`config.mk`:
```
export PLATFORM = sky130hd
export DESIGN_NAME = demux8_collector
export DESIGN_NICKNAME = d
export VERILOG_FILES = /design/src/rtl/demux8_pkg.sv /design/src/rtl/demux8_slot_dec.sv /design/src/rtl/demux8_collector.sv
export SDC_FILE = /design/constraint.sdc
export NUM_CORES = 1
export LEC_CHECK = 0
export CAP_MARGIN = 20
export CORE_UTILIZATION = 43
export CTS_CLUSTER_SIZE = 25
export DETAILED_ROUTE_END_ITERATION = 16
export PLACE_DENSITY_LB_ADDON = 0.1
export SLEW_MARGIN = 15
export SYNTH_ARGS = -nofsm -noshare
export SYNTH_HDL_FRONTEND = slang
export SYNTH_HIERARCHICAL = 1
export SYNTH_SLANG_ARGS = --single-unit
```
`constraint.sdc`:
```
create_clock -name CLK -period 1.25 [get_ports CLK]
set_input_delay 0.25 -clock CLK [delete_from_list [all_inputs] [get_ports CLK]]
set_output_delay 0.25 -clock CLK [all_outputs]
set_load 0.02 [all_outputs]
```
`src/rtl/demux8_pkg.sv`:
```
// Shared definitions for the demux8 serial-to-parallel collector:
// state encoding, slot geometry and the index of the last slot.
package demux8_pkg;

  localparam int SLOT_W    = 3;
  localparam int NUM_SLOTS = 8;

  // Index of the final data slot; accepting into it closes the data phase.
  localparam logic [SLOT_W-1:0] LAST_SLOT = SLOT_W'(NUM_SLOTS - 1);

  // PARITY is only reachable when DEMUX8_PARITY_EN is defined.
  typedef enum logic [1:0] {
    COLLECT = 2'd0,
    PARITY  = 2'd1,
    HOLD    = 2'd2
  } state_e;

endpackage

```
`src/rtl/demux8_slot_dec.sv`:
```
// 3-to-8 one-hot write-enable decoder: the structural inverse of the mux8
// select chain. sel[2] carries the S1 weight, sel[0] the S3 weight.
module demux8_slot_dec
  import demux8_pkg::*;
(
  input  logic [SLOT_W-1:0]    sel,
  input  logic                 en,
  output logic [NUM_SLOTS-1:0] we
);

  // Raise exactly one enable, for the addressed slot, while the strobe is high.
  always_comb begin
    we = '0;
    for (int i = 0; i < NUM_SLOTS; i++) begin
      we[i] = en && (sel == SLOT_W'(i));
    end
  end

endmodule

```
`src/rtl/demux8_collector.sv`:
```
// Serial-to-parallel 1-to-8 demultiplexer with a valid/ack frame handshake.
// Bits are steered into Y0..Y7 in select order; the serial side is stalled
// while a complete frame waits for Y_ACK.
// Optional feature: define DEMUX8_PARITY_EN to add a trailing even-parity
// bit per frame, checked into PAR_ERR. Without it PAR_ERR is tied low.
module demux8_collector
  import demux8_pkg::*;
#(
  parameter bit CLEAR_ON_ACK = 1'b1
) (
  input  logic              CLK,
  input  logic              RST,
  input  logic              X,
  input  logic              X_VALID,
  output logic              X_READY,
  output logic [SLOT_W-1:0] S,
  output logic              Y0,
  output logic              Y1,
  output logic              Y2,
  output logic              Y3,
  output logic              Y4,
  output logic              Y5,
  output logic              Y6,
  output logic              Y7,
  output logic              Y_VALID,
  input  logic              Y_ACK,
  output logic              PAR_ERR
);

  state_e                 state_q;
  state_e                 state_d;
  logic [SLOT_W-1:0]      s_q;
  logic [NUM_SLOTS-1:0]   y_q;
  logic [NUM_SLOTS-1:0]   slot_we;
  logic                   accept;
  logic                   slot_accept;
  logic                   frame_done;
  logic                   ack;

  // A bit is taken whenever the source offers one and we are not holding.
  assign accept      = X_VALID && X_READY;
  assign slot_accept = accept && (state_q == COLLECT);
  assign frame_done  = slot_accept && (s_q == LAST_SLOT);
  assign ack         = Y_ACK && (state_q == HOLD);

  demux8_slot_dec u_slot_dec (
    .sel (s_q),
    .en  (slot_accept),
    .we  (slot_we)
  );

  // State register.
  // NOTE: clocked state uses non-blocking assignments so every register
  // samples pre-edge values regardless of process evaluation order.
  always_ff @(posedge CLK) begin
    if (RST) state_q <= COLLECT;
    else     state_q <= state_d;
  end

  // Next-state logic: collect 8 bits, optionally one parity bit, then hold.
  // NOTE: state_d defaults to state_q before the case so no path leaves it
  // unassigned; otherwise synthesis would infer a latch.
  always_comb begin
    state_d = state_q;
    case (state_q)
      COLLECT: begin
`ifdef DEMUX8_PARITY_EN
        if (frame_done) state_d = PARITY;
`else
        if (frame_done) state_d = HOLD;
`endif
      end
`ifdef DEMUX8_PARITY_EN
      PARITY: begin
        if (accept) state_d = HOLD;
      end
`endif
      HOLD: begin
        if (Y_ACK) state_d = COLLECT;
      end
      default: state_d = COLLECT;
    endcase
  end

  // Handshake outputs are decoded from state alone.
  always_comb begin
    X_READY = 1'b1;
    Y_VALID = 1'b0;
    case (state_q)
      HOLD: begin
        X_READY = 1'b0;
        Y_VALID = 1'b1;
      end
      default: ;
    endcase
  end

  // Slot pointer: advances on each stored data bit and wraps after slot 7.
  always_ff @(posedge CLK) begin
    if (RST)              s_q <= '0;
    else if (slot_accept) s_q <= s_q + SLOT_W'(1);
  end

  // Slot register: only the addressed slot takes the incoming bit.
  // NOTE: the slots are reset because zero is their defined visible value
  // after reset, not just an initialisation convenience.
  always_ff @(posedge CLK) begin
    if (RST) begin
      y_q <= '0;
    end else if (ack && CLEAR_ON_ACK) begin
      y_q <= '0;
    end else begin
      for (int i = 0; i < NUM_SLOTS; i++) begin
        if (slot_we[i]) y_q[i] <= X;
      end
    end
  end

`ifdef DEMUX8_PARITY_EN
  logic par_err_q;

  // Even-parity check on the trailing bit; held until the frame is acked.
  always_ff @(posedge CLK) begin
    if (RST)                                par_err_q <= 1'b0;
    else if (accept && state_q == PARITY)   par_err_q <= (^y_q) ^ X;
    else if (ack)                           par_err_q <= 1'b0;
  end

  assign PAR_ERR = par_err_q;
`else
  assign PAR_ERR = 1'b0;
`endif

  assign S  = s_q;
  assign Y0 = y_q[0];
  assign Y1 = y_q[1];
  assign Y2 = y_q[2];
  assign Y3 = y_q[3];
  assign Y4 = y_q[4];
  assign Y5 = y_q[5];
  assign Y6 = y_q[6];
  assign Y7 = y_q[7];

endmodule

```
==> impl_metrics.ini <==
[logic_synthesis]
netlist_area_um2 = 600.6
async_flop_share_pct = 0
ys_types = 23
synth.net_count = 63
synth_area_leader_cell = dfxtp_1
yosysTopAreaCellShare_pct = 40.00
ys_seq_elements = 12
netlist_top_cells_area = dfxtp_1 (40%), mux2i_1 (13%), nor2_1 (5.6%)
ys.flop_type = dfxtp_1
yosysSeqAreaShare_pct = 40.00
ys.warnings.count = 6
netlist_instances = 56
synth_edf_count = 0
syn_area_per_cell_um2 = 10.72

[global_route]
grt-ovfl-total = 0
antenna_found_initial = 0
grt_pass1_wl_um = 1932
grt_usage_pct = 19.24
grt_max_degree = 11
grt_pass1_vias = 449

[route]
drt_pass1_iterations = 5
first_iter_violations = 1
wl_um = 1193
drc = 0
vias = 488
wire_per_inst_um = 12.30
drt-vias-per-instance = 5.031
ant_nets = 0

[sta]
slew_viol_final = 0
rsz0062_at_grt = no
final.min_clock_period_ns = 1.191
setup_viol = 0
period_share_pct = 95.29
skew_ns = 0.005001
tns_ns = 0
fmax_mhz = 839.5
hold_viol_final = 0

[floorplan]
die_area_um2 = 1550
io_pins = 19
start_util_pct = 46.15
core_um2 = 1301
die_w_um = 39.37
rows = 13
die_height_um = 39.37

[power]
p_leak_nw = 0.3986
ir_worst_vdd_mv = 0.6546
power_density_nw_per_um2 = 998.3
power_mw = 0.8469

[clock_tree]
cts_sinks = 12
clkTransAtPathRegs_ns = 0.08
cts-hold-fix-buffers = 0
cts_buffers = 3
insertion_delay_ns = 0.27
clock_path_buffers = 2
clockRootBuffer = clkbuf_4
htreeDepth = 1
cts_tree = yes

[layout]
layout.nets = 90
drive_gt1_share_pct = 29.27
final_common_cell = dfxtp_1
diodes = 0
utilization_pct = 65.19
fillers = 117
mostFrequentLayoutCells = dfxtp_1 (11), dlygate4sd2_1 (10), nor2_1 (9)
syn_to_final_growth_pct = 41.25
final_cell_area_um2 = 848.3

[critical_path]
critPathBufInv = 1
crit_path_max_incr_delay_ns = 0.34
cp.arrival_ns = 0.94
cp-end-kind = output pin
critPathKind = reg2out
cp_cell_sequence = dlygate4sd2_1
cp_data_required_time_ns = 1.00
slowest_stage = dfxtp_1
cp_max_fo = 2
start_kind = flop
critPathTopFamily = flip-flops

[placed_design]
port_buffers = 17
placed_cell_area_um2 = 823.3
gp_congestion = 0.6377
dpl.hpwl_um = 823.8

[min_path]
hp-class = reg2reg

[status]
status = finished, final reports clean

[job]
maxCapViolations = 0
==> flip-flops by register name, indices dropped and copies added (netlist names) <==
register / cells
y_q: 8
S: 3
state_q: 1
==> cell families after synthesis <==
group | count (synthesis) | synth area share (%)
compound gates | 4 | 3.958
flops | 12 | 40.00
other cells | 1 | 0.6244
fa+ha+maj | 2 | 4.166
mux | 9 | 15.83
buf+inv | 3 | 2.499
simple gates | 25 | 32.92
==> synth_stat cells, types with 2 or more instances <==
library cell,number
dfxtp_1,12
o21ai_0,2
and4bb_1,2
nand2b_1,3
mux2i_1,8
and4b_2,2
nand4bb_1,2
nor2_1,9
ha_1,2
==> per-stage QoR <==
stage | hold slack [ns] | setup slack, ns | std cells
detailed placement | 0.4840 | -0.3240 | 92
global placement | 0.4755 | -0.3064 | 92
CTS | 0.4970 | 0.006848 | 97
finish | 0.4915 | 0.05888 | 97
floorplan | 0.3191 | 0.003878 | 56
global route | 0.5194 | 0.004797 | 97
==> path summary, 6_finish.rpt <==
path	from	to	slack, ns	cells after the start
min reg2reg	y_q[4]	y_q[4]	0.49	2
max	y_q[0]	Y0	0.06	1
min	y_q[4]	y_q[4]	0.49	2
max reg2reg	S[0]	y_q[4]	0.09	4
==> area by class of cell <==
type                       count  area, um2  share of cell area [%]
timing repair buffer          23      182.7                   21.53
tap                           15      18.77                   2.212
inverter                       1      3.754                  0.4425
sequential                    12      244.0                   28.76
clock buffer                   4      36.28                   4.277
multi-input combinational     42      362.8                   42.77
==> where the power goes <==
group | switching, mW | internal (mW)
sequential | 0.00715 | 0.391
combinational | 0.0656 | 0.0673
clock | 0.138 | 0.177
==> routing by layer <==
metal	routed length, um	global-route usage, %	up-vias
met5	0	0	-
met4	0	12.93	0
met3	66	3.409	0
met2	591	30.83	12
met1	535	23.10	219
li1	-	-	257
==> timing repair <==
action,4_1_cts,5_1_grt
gates resized for setup,21,4
cloned,1,0
endpoints found under the hold margin,0,0
setup endpoints to repair,18,4
pin swaps,1,0
setup buffers,0,0
No activity file was read; power rests on OpenSTA's default activity.
==> RTL edit: new RTL, same flow settings <==
The parameter `CLEAR_ON_ACK` goes from 1'b1 to 1'b0.
--- a/src/rtl/demux8_collector.sv
+++ b/src/rtl/demux8_collector.sv
@@ -6,7 +6,7 @@
 module demux8_collector
   import demux8_pkg::*;
 #(
-  parameter bit CLEAR_ON_ACK = 1'b1
+  parameter bit CLEAR_ON_ACK = 1'b0
 ) (
   input  logic              CLK,
   input  logic              RST,
Function: changed (a bounded check fails within 10 cycles, from zero or initial values and one cycle with RST high).
==> RTL edit against the unedited design <==
Utilization is 3.0 points higher. Power is 1.3% higher. Worst setup slack worse by 0.055 ns. Synthesized area grew 1.9%. Final area is 5.9% higher. Routed wire length rose by 10%. Critical path type is now reg -> reg. Largest cell class unchanged. Highest routed layer is now met4. Register-to-register slack worse by 0.09 ns. Global-route usage grew 1.2 points. Clock power is 3% lower. Sequential cell count did not move. Maximum frequency is 4.4% lower. Final cell count grew 4.1%.
==> RTL edit: results <==
metrics = {
    "clock_tree": {
        "cts_resized": 18,
        "cts.clk_slew.worst_paths_ns": 0.08,
        "cts_hold_buf": 0,
    },
    "layout": {
        "multi_input_cells": 41,
        "nonClockInverterCount": 1,
        "top_register": "y_q",
        "ff_latch_area_sq_um": 244.0,
        "fin_area_sq_um": 898.4,
        "buffers": 28,
        "final_nets": 94,
        "drive_above_1_share": 0.3605,
        "nonClkBufAreaFrac": 0.2604,
        "fill_cells": 125,
        "multi_input_area_sq_um": 361.6,
        "clkCellAreaFrac": 0.04039,
        "seq_cells": 12,
    },
    "setup_path": {
        "slowest_stage": "dfxtp_2",
        "crit_family": "simple AND/OR/NAND/NOR gates",
        "crit_fanout": 5,
        "max_stage_delay_ns": 0.34,
        "cp.arrival_ns": 1.41,
    },
    "power": {
        "p_sw_w": 0.0002106,
        "ir_worst_vdd_v": 0.0007803,
        "combPwrFrac": 0.169,
        "cellLeakagePower_nw": 0.4213,
        "p_clk_w": 0.000306,
        "power_density_mw_per_mm2": 955.4,
    },
    "synth": {
        "ys_seq_area_frac": 0.3926,
        "synth_compound_area_frac": 0.02454,
        "avgSynthCellArea_sq_um": 10.93,
        "muxShareOfSynthArea": 0.1554,
        "synth_commonest_cells": "dfxtp_1, mux2i_1, nor2_1",
        "yosysUniqueCellTypes": 26,
        "synth_area_leaders": "dfxtp_1, mux2i_1, nor2_1",
        "synthAdderAreaFrac": 0.04090,
        "netlist_area_sq_um": 611.8,
    },
    "routing": {
        "wl_met3_um": 48,
        "viasPerCell": 5.119,
        "met1_length_um": 611,
        "drt_wl_total_um": 1317,
        "wire_per_inst_um": 13.04,
        "top_layer": "met4",
        "dr.first_iter.drc_count": 4,
        "wl_met2_um": 647,
        "dr.pass1.iters": 2,
    },
    "place": {
        "place_area_sq_um": 862.1,
        "dpl_worst_slack_ns": -0.4242,
        "gp_congestion": 0.7011,
        "dp.cells": 96,
        "hpwlAfterDp_um": 980.7,
    },
    "global_route": {
        "grt_pass1_vias": 426,
        "grt_max_degree": 11,
        "grt.met1_usage": 0.2551,
        "grtUsageTotal": 0.2047,
        "antenna_found_initial": 0,
        "grt_pass1_wl_um": 2076,
        "grt_util_met3": 0.05114,
        "met2_usage": 0.3197,
    },
    "sta": {
        "worst_clock_skew_ns": 0.001286,
    },
    "outcome": {
        "status": "complete, no violations",
    },
}
-- RTL edit: cell types whose count changed after synthesis --
cell | before | now
nand2b_1 | 3 | 1
nand2b_2 | 0 | 2
a21o_2 | 1 | 0
buf_1 | 1 | 0
buf_6 | 0 | 1
clkbuf_2 | 0 | 1
nor2_1 | 9 | 8
nor2_2 | 0 | 1
o21ai_0 | 2 | 1
o21ai_1 | 0 | 1
-- RTL edit: path summary, 6_finish.rpt --
kind                            slack (ns)                    start                      end  cells after the start
worst min register to register        0.49  state_q[1]$_SDFFE_PP0P_  state_q[1]$_SDFFE_PP0P_                      2
worst max-delay path                 0.004  state_q[1]$_SDFFE_PP0P_      y_q[2]$_SDFFE_PP0P_                      5
worst min-delay path                  0.49  state_q[1]$_SDFFE_PP0P_  state_q[1]$_SDFFE_PP0P_                      2
worst max register to register       0.004  state_q[1]$_SDFFE_PP0P_      y_q[2]$_SDFFE_PP0P_                      5
